[src/rtl/hub75_bcm_scan_driver.sv]
// HUB75 LED-matrix scan driver with binary-coded modulation.
//
// Each scan row is sent as CB bit-planes. Each plane goes through three
// steps: shift COLS pixels out of the frame-buffer RAM, latch them, then
// display them for OE_BASE<<plane cycles. All panel pins come straight
// from flops, so they do not glitch.
//
// Ports:
//   clk, rst          clock, asynchronous active-high reset
//   enable            start/continue scanning (sampled in IDLE and at frame end)
//   rd_en             frame-buffer read strobe
//   rd_row, rd_col    read address (top-half row; RAM returns row and row+2^ROW_BITS)
//   rd_top, rd_bot    {R,G,B} pixels, CB bits each, valid 1 cycle after rd_en
//   row_addr          panel row select
//   R0,G0,B0,R1,G1,B1 panel colour data for the current bit-plane
//   sclk, LAT, OE     panel shift clock, latch (high), output enable (low)
//   frame_done        one-cycle pulse on the last display cycle of a frame
//   busy              high whenever not IDLE
module hub75_bcm_scan_driver #(
  parameter int  COLS     = 64,
  parameter int  ROW_BITS = 4,
  parameter int  CB       = 4,
  parameter int  OE_BASE  = 8,
  localparam int CW       = (COLS > 1) ? $clog2(COLS) : 1
) (
  input  logic                clk,
  input  logic                rst,
  input  logic                enable,
  output logic                rd_en,
  output logic [ROW_BITS-1:0] rd_row,
  output logic [CW-1:0]       rd_col,
  input  logic [3*CB-1:0]     rd_top,
  input  logic [3*CB-1:0]     rd_bot,
  output logic [ROW_BITS-1:0] row_addr,
  output logic                R0,
  output logic                G0,
  output logic                B0,
  output logic                R1,
  output logic                G1,
  output logic                B1,
  output logic                sclk,
  output logic                LAT,
  output logic                OE,
  output logic                frame_done,
  output logic                busy
);

  localparam int KW = $clog2(2*COLS + 2);
  localparam int PW = (CB > 1) ? $clog2(CB) : 1;
  localparam int DW = $clog2(OE_BASE << (CB - 1)) + 1;

  localparam logic [KW-1:0]       K_LAST   = KW'(2*COLS + 1);
  localparam logic [KW-1:0]       K_RD_END = KW'(2*COLS);
  localparam logic [KW-1:0]       K_SCLK0  = KW'(3);
  localparam logic [PW-1:0]       P_LAST   = PW'(CB - 1);
  localparam logic [ROW_BITS-1:0] ROW_LAST = '1;

  typedef enum logic [1:0] {IDLE, SHIFT, LATCH, DISPLAY} state_t;

  state_t              state, state_n;
  logic [KW-1:0]       k, k_n;
  logic [PW-1:0]       plane, plane_n;
  logic [ROW_BITS-1:0] row, row_n;
  logic [DW-1:0]       d, d_n;
  logic                take_px;
  logic                rd_en_n, sclk_n, lat_n, oe_n, fd_n, busy_n;
  logic [CW-1:0]       rd_col_n;
  logic [ROW_BITS-1:0] row_addr_n;

  // Last display-counter value for a plane: (OE_BASE << p) - 1.
  function automatic logic [DW-1:0] disp_last(input logic [PW-1:0] p);
    return DW'((OE_BASE << p) - 1);
  endfunction

  // Picks bit p of each colour field, giving {R,G,B}.
  function automatic logic [2:0] plane_bits(input logic [3*CB-1:0] px,
                                            input logic [PW-1:0]   p);
    logic [3*CB-1:0] s;
    s = px >> p;
    return {s[2*CB], s[CB], s[0]};
  endfunction

  assign rd_row = row;

  always_comb begin
    state_n = state;
    k_n     = k;
    plane_n = plane;
    row_n   = row;
    d_n     = d;
    unique case (state)
      IDLE: begin
        if (enable) begin
          state_n = SHIFT;
          k_n     = '0;
          plane_n = '0;
          row_n   = '0;
        end
      end
      SHIFT: begin
        if (k == K_LAST) state_n = LATCH;
        else             k_n     = k + 1'b1;
      end
      LATCH: begin
        state_n = DISPLAY;
        d_n     = '0;
      end
      DISPLAY: begin
        if (d == disp_last(plane)) begin
          k_n = '0;
          if (plane != P_LAST) begin
            plane_n = plane + 1'b1;
            state_n = SHIFT;
          end else begin
            plane_n = '0;
            row_n   = row + 1'b1;
            // Row wrap is the end of frame; only here is enable consulted again.
            if (row == ROW_LAST) state_n = enable ? SHIFT : IDLE;
            else                 state_n = SHIFT;
          end
        end else begin
          d_n = d + 1'b1;
        end
      end
      default: state_n = IDLE;
    endcase

    // Pixel data is valid on the odd SHIFT cycle after each even-cycle read.
    take_px = (state == SHIFT) && k[0] && (k < K_RD_END);

    // Outputs are decoded from the next state so that they land in flops
    // aligned with the state they describe.
    rd_en_n    = (state_n == SHIFT) && !k_n[0] && (k_n < K_RD_END);
    sclk_n     = (state_n == SHIFT) &&  k_n[0] && (k_n >= K_SCLK0);
    lat_n      = (state_n == LATCH);
    oe_n       = (state_n != DISPLAY);
    busy_n     = (state_n != IDLE);
    rd_col_n   = rd_en_n ? CW'(k_n >> 1) : rd_col;
    row_addr_n = lat_n ? row_n : row_addr;
    fd_n       = (state_n == DISPLAY) && (plane_n == P_LAST) &&
                 (row_n == ROW_LAST) && (d_n == disp_last(plane_n));
  end

  always_ff @(posedge clk or posedge rst) begin
    if (rst) begin
      state      <= IDLE;
      k          <= '0;
      plane      <= '0;
      row        <= '0;
      d          <= '0;
      rd_en      <= 1'b0;
      rd_col     <= '0;
      row_addr   <= '0;
      sclk       <= 1'b0;
      LAT        <= 1'b0;
      OE         <= 1'b1;
      frame_done <= 1'b0;
      busy       <= 1'b0;
      {R0, G0, B0} <= 3'b000;
      {R1, G1, B1} <= 3'b000;
    end else begin
      state      <= state_n;
      k          <= k_n;
      plane      <= plane_n;
      row        <= row_n;
      d          <= d_n;
      rd_en      <= rd_en_n;
      rd_col     <= rd_col_n;
      row_addr   <= row_addr_n;
      sclk       <= sclk_n;
      LAT        <= lat_n;
      OE         <= oe_n;
      frame_done <= fd_n;
      busy       <= busy_n;
      // Colour stage: RAM read data to panel data pins.
      if (take_px) begin
        {R0, G0, B0} <= plane_bits(rd_top, plane);
        {R1, G1, B1} <= plane_bits(rd_bot, plane);
      end
    end
  end

endmodule

[config.mk]
export PLATFORM = sky130hd
export DESIGN_NAME = hub75_bcm_scan_driver
export DESIGN_NICKNAME = d
export VERILOG_FILES = /design/src/rtl/hub75_bcm_scan_driver.sv
export SDC_FILE = /design/constraint.sdc
export NUM_CORES = 1
export LEC_CHECK = 0
export CAP_MARGIN = 25
export CORE_MARGIN = 5
export CORE_UTILIZATION = 40
export CTS_BUF_LIST = sky130_fd_sc_hd__clkbuf_4 sky130_fd_sc_hd__clkbuf_8
export DETAILED_ROUTE_END_ITERATION = 10
export GPL_TIMING_DRIVEN = 0
export PLACE_DENSITY = 0.67
export SYNTH_ARGS = -nofsm -noshare
export SYNTH_HDL_FRONTEND = slang
export SYNTH_SLANG_ARGS = --single-unit
[constraint.sdc]
create_clock -name clk -period 2.7 [get_ports clk]
set_input_delay 0.54 -clock clk [delete_from_list [all_inputs] [get_ports clk]]
set_output_delay 0.54 -clock clk [all_outputs]
set_load 0.1 [all_outputs]
==> impl_metrics.py <==
metrics = {
    "pwr": {
        "p_leak_uw": 0.00157,
        "p_total_uw": 1240,
        "p_per_area_nw_per_um2": 328,
        "peakVddDrop_uv": 221,
    },
    "routing": {
        "dr.pass1.iters": 4,
        "vias": 2391,
        "postRouteAntennaNets": 0,
        "wl_per_cell_um": 15.8,
        "first_iter_violations": 124,
        "wl_um": 6820,
        "drc": 0,
        "viasPerCell": 5.55,
    },
    "grt": {
        "grt_pass1_vias": 2256,
        "antenna_found_initial": 0,
        "top_usage_layer": "met2",
        "use_met1_pct": 20.9,
        "grt_first_pass_wirelength_um": 11000,
        "grt_overflow": 0,
        "met2_usage_pct": 25.6,
        "met3_usage_pct": 3.54,
        "track_usage_pct": 15.8,
        "grt_start_max_net_pins": 25,
    },
    "synth": {
        "synth-edff-count": 0,
        "synth_top_cell_area_share_pct": 39.6,
        "syn_nets": 300,
        "synth_seq_cells": 45,
        "synth_top_cell_by_area": "dfrtp_1",
        "syn_area_per_cell_um2": 10.6,
        "synth_cell_type_count": 59,
        "yosys-top-cells-area": "dfrtp_1, mux2_2, ha_1",
        "synth_cells": 261,
        "async_reset_ff_share_pct": 100,
        "yosys_warnings": 0,
        "ys_seq_area_share_pct": 40.6,
        "synthFlopType": "dfrtp_1",
        "syn-cell-area_um2": 2780,
    },
    "setup_path": {
        "ff2ff_setup_slack_ps": 110,
        "path_class": "flop to flop",
        "cp.arrival_ps": 2790,
        "cp_cell_sequence": "buf_4, ha_1, or2_4, mux2i_4, a2111oi_4, a221oi_4, nand4_4, mux2_4",
        "cp.required_ps": 2900,
        "slowest_stage": "dfrtp_1",
        "max_stage_delay_ps": 430,
        "end_kind": "flop",
        "crit_path_start_kind": "flop",
        "cp_max_fo": 7,
    },
    "timing": {
        "min_period_ps": 2590,
        "fmax_ghz": 0.386,
        "slew_headroom_pct": 34.5,
        "final.setup.worst_slack_ps": 107,
        "worst_slew_pin_slew_ps": 979,
        "drv_slew": 0,
        "fin_hold_ws_ps": 513,
        "period_share_pct": 96.0,
        "clock_skew_ps": 4.76,
        "final_hold_viol_count": 0,
        "setup_viol": 0,
    },
    "finish": {
        "fin_util_pct": 55.7,
        "drive_gt1_share_pct": 23.3,
        "area_growth_pct": 36.3,
        "design_area_um2": 3790,
        "n_antenna_cell": 0,
        "layout.nets": 373,
    },
    "die": {
        "fp.coreArea_um2": 6790,
        "initial_core_util_pct": 40.9,
        "ios": 53,
        "die_area_um2": 8710,
        "rows": 30,
        "die-width_um": 93.4,
        "die_h_um": 93.4,
    },
    "placed_design": {
        "port_buffers": 52,
        "pre_cts_slack_ps": -380,
        "placed_area_um2": 3450,
        "place.gp.congestion": 0.923,
        "dp_hpwl_um": 4930,
    },
    "clocking": {
        "htree_num_levels": 2,
        "ctsHoldBuffers": 0,
        "cts_tree": "yes",
        "root_buffer": "clkbuf_8",
        "clock_sinks": 45,
        "clkLatencyLatePin_ps": 310,
        "clk_pin_slew_ps": 90,
        "cts-buffers-inserted": 5,
        "clockBufferDepth": 2,
    },
    "flow_run": {
        "maxCapViolations": 0,
    },
    "status": {
        "status": "finished clean",
    },
    "worst_hold_path": {
        "hold_path_class": "flop to flop",
    },
}
[through the flow]
stage / instances / TNS, ps
2_1_floorplan: 261 / 0
3_3_place_gp: 409 / -3890
3_5_place_dp: 410 / -4230
4_1_cts: 422 / 0
5_1_grt: 431 / -84.3
6_report: 431 / 0
[synthesized netlist by cell type (4+ instances only)]
master / instances
a21oi_1: 6
and3_1: 5
clkbuf_1: 9
dfrtp_1: 44
ha_1: 12
inv_1: 11
mux2_2: 19
mux2i_1: 4
mux4_2: 6
nand2_1: 21
nand3_1: 11
nand4_1: 5
nand4b_1: 4
nor2_1: 13
nor2b_1: 4
o21ai_0: 12
o311ai_0: 4
o31ai_1: 5
[cell usage in the layout (no fill, tap or decap), types with 5 or more instances in the layout]
| master | Yosys | layout |
|---|---|---|
| clkdlybuf4s50_1 | 0 | 52 |
| dfrtp_1 | 44 | 43 |
| nand2_1 | 21 | 21 |
| mux2_2 | 19 | 17 |
| buf_4 | 0 | 14 |
| nor2_1 | 13 | 13 |
| o21ai_0 | 12 | 12 |
| nand3_1 | 11 | 11 |
| inv_1 | 11 | 9 |
| ha_1 | 12 | 9 |
| clkbuf_8 | 0 | 6 |
| mux4_2 | 6 | 6 |
| a21oi_1 | 6 | 6 |
| clkbuf_1 | 9 | 5 |
| and3_1 | 5 | 5 |
| nand4_1 | 5 | 5 |
[sequential cells by signal, indices dropped and copies added, names as in the netlist, 2 cells and up]
| signal | cells |
|---|---|
| k | 8 |
| d | 7 |
| rd_col | 6 |
| rd_row | 4 |
| row_addr | 4 |
| plane | 2 |
| state | 2 |
[where the power goes]
| group | total, µW | switching (µW) | internal (µW) |
|---|---|---|---|
| registers | 680 | 2.18 | 678 |
| clock network | 451 | 264 | 187 |
| logic | 111 | 56.9 | 54.5 |
| total | 1240 | 323 | 920 |
[critical path, delay by kind of cell, from the launching register on]
family / cells / cell delay (ps)
mux: 2 / 630
fa+ha+maj: 1 / 240
flops: 1 / 430
buf+inv: 1 / 160
simple gates: 2 / 500
compound gates: 2 / 510
[cell type report]
type                            count  area (µm²)
Fill cell                         595        3010
Multi-Input combinational cell    193        1680
Sequential cell                    45        1130
Timing Repair Buffer               66         646
Tap cell                           96         120
Buffer                             12        75.1
Clock buffer                        5        68.8
Inverter                           11        41.3
Clock inverter                      3        25.0
[logic make-up after synthesis]
logic type | synth area share (%)
simple gates | 17.8
compound gates | 16.0
flops | 40.6
mux | 14.8
fa+ha+maj | 5.40
buf+inv | 3.24
xor+xnor | 2.12
[timing repair]
| action | CTS | global route |
|---|---|---|
| endpoints found under the setup margin | 14 | 12 |
| setup buffers | 4 | 9 |
| resized for setup | 13 | 20 |
| pin swaps | 3 | 5 |
[routing by layer]
layer	up-vias	wire length, µm
met5	-	0
met2	63	3360
met4	0	95
li1	1142	-
met1	1179	3060
met3	7	295
[path summary, 6_finish.rpt]
check / start / to / cells after the start
setup / recovery: plane[0]$_DFF_PP0_ / rd_col[3]$_DFFE_PP0P_ / 8
hold / removal: B1$_DFFE_PP0P_ / B1$_DFFE_PP0P_ / 1
setup reg to reg: plane[0]$_DFF_PP0_ / rd_col[3]$_DFFE_PP0P_ / 8
hold reg to reg: B1$_DFFE_PP0P_ / B1$_DFFE_PP0P_ / 1
max in group asynchronous: rst / d[2]$_DFF_PP0_ / 3
min in group asynchronous: rst / row_addr[2]$_DFFE_PP0P_ / 2
(Power assumes the default switching activity.)
